## src/rtl/uart_pkg.sv

```systemverilog
// Shared UART definitions: receiver state codes, register map, STATUS layout and baud divisor.
`timescale 1ns/1ps
package uart_pkg;

   localparam logic [2:0] RxIdle  = 3'd0;
   localparam logic [2:0] RxStart = 3'd1;
   localparam logic [2:0] RxData  = 3'd2;
   localparam logic [2:0] RxStop  = 3'd3;
   localparam logic [2:0] RxBreak = 3'd4;

   localparam logic RegRxData = 1'b0;
   localparam logic RegStatus = 1'b1;

   localparam int unsigned StatNotEmpty = 0;
   localparam int unsigned StatFull     = 1;
   localparam int unsigned StatFrameErr = 2;
   localparam int unsigned StatOverrun  = 3;
   localparam int unsigned StatCountLsb = 4;

   // Clock cycles per oversample tick, rounded down and never below one.
   function automatic int unsigned baud_div(input int unsigned clk_freq,
                                            input int unsigned baud,
                                            input int unsigned os);
      int unsigned d;
      d = clk_freq / (baud * os);
      return (d == 0) ? 1 : d;
   endfunction

endpackage

```

## src/rtl/uart_rx_sync_fifo.sv

```systemverilog
// Small synchronous FIFO; a pop and a push in the same cycle are both honoured even when full.
`timescale 1ns/1ps
module sync_fifo #(
   parameter int unsigned DW    = 8,
   parameter int unsigned DEPTH = 4,
   localparam int unsigned AW   = $clog2(DEPTH),
   localparam int unsigned CW   = AW + 1
) (
   input  logic          clk_i,
   input  logic          rst_ni,
   input  logic          push_i,
   input  logic          pop_i,
   input  logic [DW-1:0] wdata_i,
   output logic [DW-1:0] rdata_o,
   output logic          full_o,
   output logic          empty_o,
   output logic [CW-1:0] count_o
);

   logic [DW-1:0] mem_q [DEPTH];
   logic [AW-1:0] wptr_q, wptr_d, rptr_q, rptr_d;
   logic [CW-1:0] count_q, count_d;
   logic          do_push, do_pop;

   assign empty_o = (count_q == '0);
   assign full_o  = (count_q == CW'(DEPTH));
   assign count_o = count_q;
   assign rdata_o = mem_q[rptr_q];

   assign do_pop  = pop_i & ~empty_o;
   assign do_push = push_i & (~full_o | do_pop);

   always_comb begin
      wptr_d  = do_push ? wptr_q + AW'(1) : wptr_q;
      rptr_d  = do_pop ? rptr_q + AW'(1) : rptr_q;
      count_d = count_q + CW'(do_push) - CW'(do_pop);
   end

   always_ff @(posedge clk_i or negedge rst_ni) begin
      if (!rst_ni) begin
         wptr_q  <= '0;
         rptr_q  <= '0;
         count_q <= '0;
      end else begin
         wptr_q  <= wptr_d;
         rptr_q  <= rptr_d;
         count_q <= count_d;
      end
   end

   always_ff @(posedge clk_i) begin
      if (do_push) mem_q[wptr_q] <= wdata_i;
   end

endmodule

```

## src/rtl/uart_rx.sv

```systemverilog
// 8N1 UART receiver with oversampling deframer, receive FIFO and RXDATA/STATUS bus registers.
`timescale 1ns/1ps
module uart_rx
   import uart_pkg::*;
#(
   parameter int unsigned DW         = 8,
   parameter int unsigned CLOCK_FREQ = 100_000_000,
   parameter int unsigned BAUD_RATE  = 9600,
   parameter int unsigned OVERSAMPLE = 16,
   parameter int unsigned FIFO_DEPTH = 4
) (
   input  logic        clk_i,
   input  logic        rst_ni,
   input  logic        rx_i,
   input  logic        cs,
   input  logic        re,
   input  logic        addr_i,
   output logic [31:0] rdata_o,
   output logic        rx_valid_o,
   output logic        frame_err_o,
   output logic        overrun_o
);

   localparam int unsigned DIV  = baud_div(CLOCK_FREQ, BAUD_RATE, OVERSAMPLE);
   localparam int unsigned DivW = (DIV > 1) ? $clog2(DIV) : 1;
   localparam int unsigned SW   = $clog2(OVERSAMPLE);
   localparam int unsigned BW   = $clog2(DW + 1);
   localparam int unsigned CW   = $clog2(FIFO_DEPTH) + 1;

   logic [1:0]      sync_q;
   logic            rx_s;
   logic [DivW-1:0] div_q, div_d;
   logic            tick;
   logic [2:0]      state_q, state_d;
   logic [SW-1:0]   scnt_q, scnt_d;
   logic [BW-1:0]   bcnt_q, bcnt_d;
   logic [DW-1:0]   shreg_q, shreg_d;
   logic            frame_err_q, frame_err_d, overrun_q, overrun_d;
   logic            push_evt, fe_evt, ov_evt, rd_data, rd_stat;
   logic [DW-1:0]   fifo_rdata;
   logic            fifo_full, fifo_empty;
   logic [CW-1:0]   fifo_count;

   assign rx_s = sync_q[1];
   assign tick = (div_q == DivW'(DIV - 1));
   assign div_d = tick ? '0 : div_q + DivW'(1);

   always_comb begin
      state_d  = state_q;
      scnt_d   = scnt_q;
      bcnt_d   = bcnt_q;
      shreg_d  = shreg_q;
      push_evt = 1'b0;
      fe_evt   = 1'b0;
      if (tick) begin
         case (state_q)
            RxIdle: if (!rx_s) begin
               scnt_d  = '0;
               state_d = RxStart;
            end
            RxStart: if (scnt_q == SW'(OVERSAMPLE / 2 - 1)) begin
               if (rx_s) begin
                  state_d = RxIdle;
               end else begin
                  scnt_d  = '0;
                  bcnt_d  = '0;
                  state_d = RxData;
               end
            end else begin
               scnt_d = scnt_q + SW'(1);
            end
            // Right shift so the first bit received ends up in bit 0.
            RxData: if (scnt_q == SW'(OVERSAMPLE - 1)) begin
               scnt_d  = '0;
               shreg_d = {rx_s, shreg_q[DW-1:1]};
               bcnt_d  = bcnt_q + BW'(1);
               if (bcnt_q == BW'(DW - 1)) state_d = RxStop;
            end else begin
               scnt_d = scnt_q + SW'(1);
            end
            RxStop: if (scnt_q == SW'(OVERSAMPLE - 1)) begin
               if (rx_s) begin
                  push_evt = 1'b1;
                  state_d  = RxIdle;
               end else begin
                  fe_evt  = 1'b1;
                  state_d = RxBreak;
               end
            end else begin
               scnt_d = scnt_q + SW'(1);
            end
            RxBreak: if (rx_s) state_d = RxIdle;
            default: state_d = RxIdle;
         endcase
      end
   end

   assign rd_data = cs & re & (addr_i == RegRxData);
   assign rd_stat = cs & re & (addr_i == RegStatus);
   // A full FIFO being popped this cycle still has room for the new byte.
   assign ov_evt  = push_evt & fifo_full & ~rd_data;

   assign frame_err_d = fe_evt | (frame_err_q & ~rd_stat);
   assign overrun_d   = ov_evt | (overrun_q & ~rd_stat);

   always_ff @(posedge clk_i or negedge rst_ni) begin
      if (!rst_ni) begin
         sync_q      <= 2'b11;
         div_q       <= '0;
         state_q     <= RxIdle;
         scnt_q      <= '0;
         bcnt_q      <= '0;
         shreg_q     <= '0;
         frame_err_q <= 1'b0;
         overrun_q   <= 1'b0;
      end else begin
         sync_q      <= {sync_q[0], rx_i};
         div_q       <= div_d;
         state_q     <= state_d;
         scnt_q      <= scnt_d;
         bcnt_q      <= bcnt_d;
         shreg_q     <= shreg_d;
         frame_err_q <= frame_err_d;
         overrun_q   <= overrun_d;
      end
   end

   sync_fifo #(
      .DW    (DW),
      .DEPTH (FIFO_DEPTH)
   ) u_fifo (
      .clk_i   (clk_i),
      .rst_ni  (rst_ni),
      .push_i  (push_evt),
      .pop_i   (rd_data),
      .wdata_i (shreg_q),
      .rdata_o (fifo_rdata),
      .full_o  (fifo_full),
      .empty_o (fifo_empty),
      .count_o (fifo_count)
   );

   always_comb begin
      rdata_o = '0;
      if (rd_data && !fifo_empty) begin
         rdata_o = 32'(fifo_rdata);
      end else if (rd_stat) begin
         rdata_o[StatNotEmpty]      = ~fifo_empty;
         rdata_o[StatFull]          = fifo_full;
         rdata_o[StatFrameErr]      = frame_err_q;
         rdata_o[StatOverrun]       = overrun_q;
         rdata_o[StatCountLsb +: 4] = 4'(fifo_count);
      end
   end

   assign rx_valid_o  = ~fifo_empty;
   assign frame_err_o = frame_err_q;
   assign overrun_o   = overrun_q;

endmodule

```

## config.mk

```make
export PLATFORM = sky130hd
export DESIGN_NAME = uart_rx
export DESIGN_NICKNAME = d
export VERILOG_FILES = /design/src/rtl/uart_pkg.sv /design/src/rtl/uart_rx_sync_fifo.sv /design/src/rtl/uart_rx.sv
export SDC_FILE = /design/constraint.sdc
export NUM_CORES = 1
export LEC_CHECK = 0
export BUFFER_PORTS_ARGS = -buffer_cell sky130_fd_sc_hd__buf_4
export CORE_MARGIN = 5
export CORE_UTILIZATION = 38
export DETAILED_ROUTE_END_ITERATION = 6
export PLACE_DENSITY = 0.65
export SYNTH_ARGS = -nofsm -noshare
export SYNTH_HDL_FRONTEND = slang
export SYNTH_HIERARCHICAL = 1
export SYNTH_SLANG_ARGS = --single-unit
```

## constraint.sdc

```tcl
create_clock -name clk_i -period 4.13 [get_ports clk_i]
set_clock_uncertainty 0.2 [all_clocks]
set_input_delay 0.2065 -clock clk_i [delete_from_list [all_inputs] [get_ports clk_i]]
set_output_delay 0.2065 -clock clk_i [all_outputs]
set_load 0.01 [all_outputs]
```

==> metrics.txt, run 1 <==
DP Wirelength=around 4.4 mm; list of most frequent post-synthesis cells=sky130_fd_sc_hd__dfrtp_1, sky130_fd_sc_hd__edfxtp_1, sky130_fd_sc_hd__nor2_1; number of instances in the synthesized netlist=between 200 and 300; Avg Inst Size Synth=about 13 um^2; vias in the first global route=~2000; power density of the placed cells=between 400 and 500 nW/um^2; first-pass GRT wire length=10.3 mm; width of the die=106 um; slowest cell delay on critical path=390 ps; number of buffers created by CTS=9; worst-case hold path end point=frame_err_o$_DFF_PN0_; largest fanout on the critical path=8; Crit path required time=approximately 4200 ps; number of synthesized flops with an enable pin=32; post-synthesis register bit count=between 70 and 80; final worst path period share=between 70% and 80%; Cell Count, Final, Fillers Out=slightly above 400; DR DRC count=0; initial cell density of the core=approximately two fifths; final-stage net count=310; Worst slew margin=61.2%; Int Pwr=between 1 and 1.5 mW; leak pwr=1.72 nW; fraction of power consumed by the clock network=between 30% and 40%; count of cell types in the netlist=51; number of iterations in the first detailed-routing pass=4; time the final worst path needs with I/O delays and setup=about 3000 ps; hold slack final=~34 ps; launch instance of the worst register-to-register path=scnt_q[0]$_DFFE_PN0P_; die area=about 11000 um^2; filler cell count=827; clock-pin transition on the worst setup and hold timing paths=approximately 90 ps; Setup Viol. Count Final=0; post-CTS setup repair buffer count=0; pin slew with the least headroom to its limit=between 500 and 600 ps; switching fraction of total power=between 20% and 30%; Root Buffer=sky130_fd_sc_hd__clkbuf_8; final antenna diode count=0; sequential share of power=a little over half; die height=roughly 110 um; cells resized by post-CTS repair=0; number of cell rows=35; endpoint class of the critical path=register; sum of negative setup slack=0 ps; final std cell area, no fill=roughly 3900 um^2; drt via density=approximately 5.0; sequential area share after synthesis=a little under three fifths; hold buffer count at CTS=3; worst hold-check path type=primary input to register; WS Path Type=register to register; CTS tree=yes; synthesized area=3520 um^2; arrival time at the worst endpoint=approximately 3000 ps; most used flip-flop cell after synthesis=sky130_fd_sc_hd__dfrtp_1; outcome=complete, no violations; part of the power in combinational logic=10.5%; endpoint of the worst-slack reg-to-reg timing path=u_fifo/count_o[2]$_DFF_PN0_; number of cells on the worst hold path=4; net switching component of the power=between 400 and 500 uW; RePlAce Congestion=roughly 0.83; detailed-route wire length=6.14 mm; largest area contributor in the netlist=sky130_fd_sc_hd__edfxtp_1; total global routing track utilization=a little under an eighth; top cells by area, synth=sky130_fd_sc_hd__edfxtp_1, sky130_fd_sc_hd__dfrtp_1, sky130_fd_sc_hd__buf_4, sky130_fd_sc_hd__mux4_2, sky130_fd_sc_hd__mux2_2; r2r worst-path depth=10; number of max-slew violations in the final report=0; Wirelength per Cell=approximately 15 um; count of input and output buffers=16; Clock H-tree levels=3; hold path start=cs; ANT nets after route=0; Clock Latency Late Sink=~340 ps; post-detailed-placement cell area=roughly 3700 um^2; placeable core region=9150 um^2; share of post-route cells with drive strength above 1=between 20% and 30%; final hold vios=0; buffer depth of the longest clock path=2; kind of start point of the critical path=register; count of routing violations after the opening detailed-route iteration=between 100 and 150; number of warnings issued by yosys=6; IR Drop Worst-Case VDD=0.000241 V; antenna violations before repair=0; via total after detailed routing=roughly 2100; area fraction of the dominant cell type after synthesis=a little over a quarter; TritonCTS sink count=between 70 and 80; GRT Residual Overflow=0; total of max-cap violations=0; leading cell type by number of instances after synthesis=sky130_fd_sc_hd__dfrtp_1; cell chain of the critical path=ha_1 -> nand3_1 -> nor2_1 -> and3_1 -> or2_1 -> a21bo_1 -> ha_1 -> fa_1 -> xnor2_1 -> xnor2_1; slowest stage cell on the critical path=sky130_fd_sc_hd__dfrtp_1; proportion of register bits with asynchronous set or reset after synthesis=between 50% and 60%; Pwr Total=between 1.5 and 2 mW; maximum clock frequency=around 0.34 GHz; post-synthesis to final-layout area growth=10.7%; slack of the worst reg-to-reg path=1190 ps; unrepaired setup endpoints after global routing=false; pin count of the biggest net entering global routing=between 40 and 50; total placed cells including tap cells=approximately 400; I/O pins=41
[through the flow]
stage	setup WS [ps]	util, %
2_1_floorplan	1200	-
3_3_place_gp	1330	40.0
3_5_place_dp	1180	40.0
4_1_cts	1170	42.6
5_1_grt	912	42.6
6_report	1190	42.6
[placed cells by master, fill, tap and decap left out, drive strengths merged, types with 4 or more instances in the layout]
cell type  netlist  layout
inv              9      14
ha               9       9
nand3b           4       4
and3             4       4
nor3b            4       4
nor3             4       4
nand3            9       9
edfxtp          32      32
nor2            27      27
mux2            13      13
dfrtp           38      38
a22oi            7       7
conb             1      24
buf             26      17
xnor2           10      10
mux4             8       8
and2             5       5
xor2             6       6
clkbuf           7       9
nand2           11      11
[sequential cells by signal, summed over array words and instances (netlist names)]
| register | cells |
|---|---|
| bcnt_q | 4 |
| div_q | 10 |
| frame_err_o | 1 |
| overrun_o | 1 |
| scnt_q | 4 |
| shreg_q | 8 |
| state_q | 3 |
| sync_q | 2 |
| u_fifo/count_o | 3 |
| u_fifo/mem_q | 32 |
| u_fifo/rptr_q | 2 |
| u_fifo/wptr_q | 2 |
[worst max-delay path by stage]
stage / from / endpoint / slack (ps) / cells after the start
after global routing: scnt_q[0]$_DFFE_PN0P_ / u_fifo/count_o[2]$_DFF_PN0_ / 910 / 10
after detailed placement: scnt_q[0]$_DFFE_PN0P_ / u_fifo/count_o[2]$_DFF_PN0_ / 1180 / 10
after CTS: scnt_q[0]$_DFFE_PN0P_ / u_fifo/count_o[2]$_DFF_PN0_ / 1170 / 10
after global placement: scnt_q[0]$_DFFE_PN0P_ / u_fifo/count_o[2]$_DFF_PN0_ / 1330 / 10
after floorplan: div_q[2]$_DFF_PN0_ / u_fifo/count_o[2]$_DFF_PN0_ / 1200 / 10
final: scnt_q[0]$_DFFE_PN0P_ / u_fifo/count_o[2]$_DFF_PN0_ / 1190 / 10
[power by group through the flow]
stage               sequential, mW  clock [mW]  combinational (mW)
floorplan                    0.811           0               0.183
global placement             0.868           0               0.163
detailed placement           0.866           0               0.168
CTS                          0.851       0.600               0.171
global route                 0.859       0.636               0.188
finish                       0.848       0.580               0.168
[layer usage]
layer	wire [um]	part of all wire, %	GRT usage, %	vias to the layer above
met2	3090	50	19.5	41
li1	-	-	-	977
met1	2750	45	14.5	1026
met5	0	0	0	-
met4	63	1.0	4.26	0
met3	236	3.8	3.22	6
[final cells by class]
cell class                      count  area, um^2  share of cell area, %
Sequential cell                    72        1960                   50.4
Multi-Input combinational cell    182        1400                   35.8
Timing Repair Buffer               20         158                   4.04
Tap cell                          111         139                   3.56
Clock buffer                        9         124                   3.18
Clock inverter                      7        85.1                   2.18
Inverter                            9        33.8                  0.866
[worst max-delay path: cells and delay by family, from the launching register on]
| family | cells | cell delay (ps) |
|---|---|---|
| AO/OA/AOI/OAI | 1 | 210 |
| AND/OR/NAND/NOR | 4 | 910 |
| adder cells (fa/ha/maj) | 3 | 840 |
| flip-flops | 1 | 390 |
| XOR/XNOR | 2 | 280 |
[cells by family (layout without fill, tap and decap cells)]
kind of cell	Yosys count	in the layout	share of synthesized area [%]
AND/OR/NAND/NOR	84	84	13.6
flip-flops	72	72	55.7
buffers and inverters	42	45	7.06
AO/OA/AOI/OAI	25	25	5.86
multiplexers	23	23	9.94
XOR/XNOR	16	16	3.98
adder cells (fa/ha/maj)	10	10	3.76
other	1	24	0.106
Note: power is estimated with default switching activity, not from simulation.
==> inputs of run 2 (changes only) <==
==> constraint.sdc (replaced) <==
create_clock -name clk_i -period 2.78 [get_ports clk_i]
set_clock_uncertainty 0.2 [all_clocks]
set_input_delay 0.139 -clock clk_i [delete_from_list [all_inputs] [get_ports clk_i]]
set_output_delay 0.139 -clock clk_i [all_outputs]
set_load 0.01 [all_outputs]
==> metrics.txt, run 2 (synthesis results as in run 1) <==
outcome=complete, no violations; final std cell area, no fill=3960 um^2 (+1.5%); final hold vios=0 (unchanged); filler cell count=830 (+0.36%); Clock H-tree levels=3 (unchanged); time the final worst path needs with I/O delays and setup=2620 ps (-320 ps); total global routing track utilization=11.5% (-0.15 points); number of max-slew violations in the final report=0 (unchanged); placeable core region=9150 um^2 (unchanged); power density of the placed cells=564 nW/um^2 (+38%); final antenna diode count=0 (unchanged); number of buffers created by CTS=9 (unchanged); number of iterations in the first detailed-routing pass=4 (unchanged); final worst slack=158 ps (-1030 ps); WS Path Type=register to register; launch instance of the worst register-to-register path=div_q[0]$_DFF_PN0_; Pwr Total=2.23 mW (+40%); DR DRC count=0 (unchanged); max FFs per register=32 (unchanged); post-detailed-placement cell area=3730 um^2 (+1.8%); leak pwr=1.75 nW (+1.4%); first-pass GRT wire length=10.1 mm (-2.2%); post-synthesis to final-layout area growth=12.4%; register containing the most flip-flops in the final layout=u_fifo/mem_q; hold slack final=94.0 ps (+59.8 ps); commonest cells after routing, fill and taps aside=sky130_fd_sc_hd__dfrtp_1, sky130_fd_sc_hd__edfxtp_1, sky130_fd_sc_hd__nor2_1, sky130_fd_sc_hd__buf_4, sky130_fd_sc_hd__conb_1; width of the die=106 um (unchanged); arrival time at the worst endpoint=2690 ps (-280 ps); cell chain of the critical path=inv_1 -> ha_1 -> nand3b_1 -> nor4_4 -> and3_4 -> or2_4 -> a21bo_1 -> ha_1 -> fa_2 -> xnor2_1 -> xnor2_1; IR Drop Worst-Case VDD=0.000316 V (+31%); CTS tree=yes; leading cell type in the layout, fill and taps excluded=sky130_fd_sc_hd__dfrtp_1; antenna violations before repair=0 (unchanged); total of max-cap violations=0 (unchanged); top flop regs=u_fifo/mem_q: 32 flops, div_q: 10 flops, shreg_q: 8 flops; utilization after layout=43.3% (+0.64 points); Crit path required time=2850 ps (-1310 ps); Root Buffer=sky130_fd_sc_hd__clkbuf_8; final-stage net count=321 (+3.5%); GRT Residual Overflow=0 (unchanged); slowest cell delay on critical path=400 ps (about the same); maximum clock frequency=0.381 GHz (+12%); worst hold-check path type=primary input to async pin; Worst slew margin=59.6% (-1.6 points); endpoint of the worst-slack reg-to-reg timing path=u_fifo/count_o[2]$_DFF_PN0_; unrepaired setup endpoints after global routing=false; detailed-route wire length=6.12 mm (-0.39%); DP Wirelength=4.30 mm (-1.3%); share of post-route cells with drive strength above 1=23.2% (+3.2 points); slack of the worst reg-to-reg path=160 ps (-1030 ps); via total after detailed routing=2108 (+2.8%); number of cell rows=35 (unchanged); kind of start point of the critical path=register; TritonCTS sink count=72 (unchanged); RePlAce Congestion=0.746 (-10%); die area=11300 um^2 (unchanged); Setup Viol. Count Final=0 (unchanged); final worst path period share=94.3% (+23 points); drt via density=5.01 (+0.14%); Wirelength per Cell=14.5 um (-3.0%); clock-pin transition on the worst setup and hold timing paths=80 ps (about the same); ANT nets after route=0 (unchanged); worst path bufs/invs=1 (+1); post-placement worst setup slack=124 ps (-1060 ps); pin slew with the least headroom to its limit=606 ps (+24.2 ps); count of routing violations after the opening detailed-route iteration=51 (-54%); pin count of the biggest net entering global routing=41 (unchanged); category of cells accounting for the largest share of critical-path delay=simple AND/OR/NAND/NOR gates; die height=106 um (unchanged); initial cell density of the core=38.5% (unchanged); vias in the first global route=2090 (+1.8%); largest fanout on the critical path=3 (-5); count of input and output buffers=16 (unchanged); buffer depth of the longest clock path=2 (unchanged); slowest stage cell on the critical path=sky130_fd_sc_hd__dfrtp_1; r2r worst-path depth=11 (+1); Clock Latency Late Sink=340 ps (about the same); endpoint class of the critical path=register; I/O pins=41 (unchanged)
run 2: timing repair:
item / 4_1_cts / 5_1_grt
gates resized for setup: 0 / 3
hold endpoints to repair: 43 / 0
hold buffers: 4 / 0
setup buffers: 0 / 1
endpoints found under the setup margin: 0 / 1
run 2: power by group:
group	switching, mW	leakage, nW	internal (mW)
combinational	0.112	0.773	0.145
sequential	0.117	0.894	1.14
clock	0.389	0.0789	0.326
run 2: how the worst max path moves through the flow:
| stage | slack, ps | endpoint | startpoint | depth (start not counted) |
|---|---|---|---|---|
| floorplan | -70 | u_fifo/count_o[2]$_DFF_PN0_ | div_q[2]$_DFF_PN0_ | 10 |
| detailed placement | 120 | u_fifo/count_o[2]$_DFF_PN0_ | div_q[0]$_DFF_PN0_ | 11 |
| CTS | 110 | u_fifo/count_o[2]$_DFF_PN0_ | div_q[0]$_DFF_PN0_ | 11 |
| finish | 160 | u_fifo/count_o[2]$_DFF_PN0_ | div_q[0]$_DFF_PN0_ | 11 |
| global route | 10 | u_fifo/count_o[2]$_DFF_PN0_ | div_q[0]$_DFF_PN0_ | 11 |
| global placement | 180 | u_fifo/count_o[2]$_DFF_PN0_ | div_q[0]$_DFF_PN0_ | 11 |
run 2: layout make-up:
type | count | area, um^2 | share of cell area [%]
flip-flops and latches | 72 | 1960 | 49.6
multi-input cells | 182 | 1410 | 35.5
repair buffers | 31 | 243 | 6.13
well taps | 111 | 139 | 3.51
clock buffers | 10 | 128 | 3.22
clock inverters | 6 | 45.0 | 1.14
inverters | 9 | 33.8 | 0.853
run 2: metal layers:
layer	share of wire [%]	up-vias	GRT usage, %
met5	0	-	0
met4	1.9	0	5.18
met3	5.1	10	3.52
met2	45	51	17.6
met1	48	1052	15.0
li1	-	995	-
run 2: metrics by stage:
| stage | std cells | setup TNS, ps |
|---|---|---|
| after floorplan | 296 | -71.5 |
| after global placement | 400 | 0 |
| after detailed placement | 400 | 0 |
| after CTS | 420 | 0 |
| after global routing | 421 | 0 |
| final | 421 | 0 |
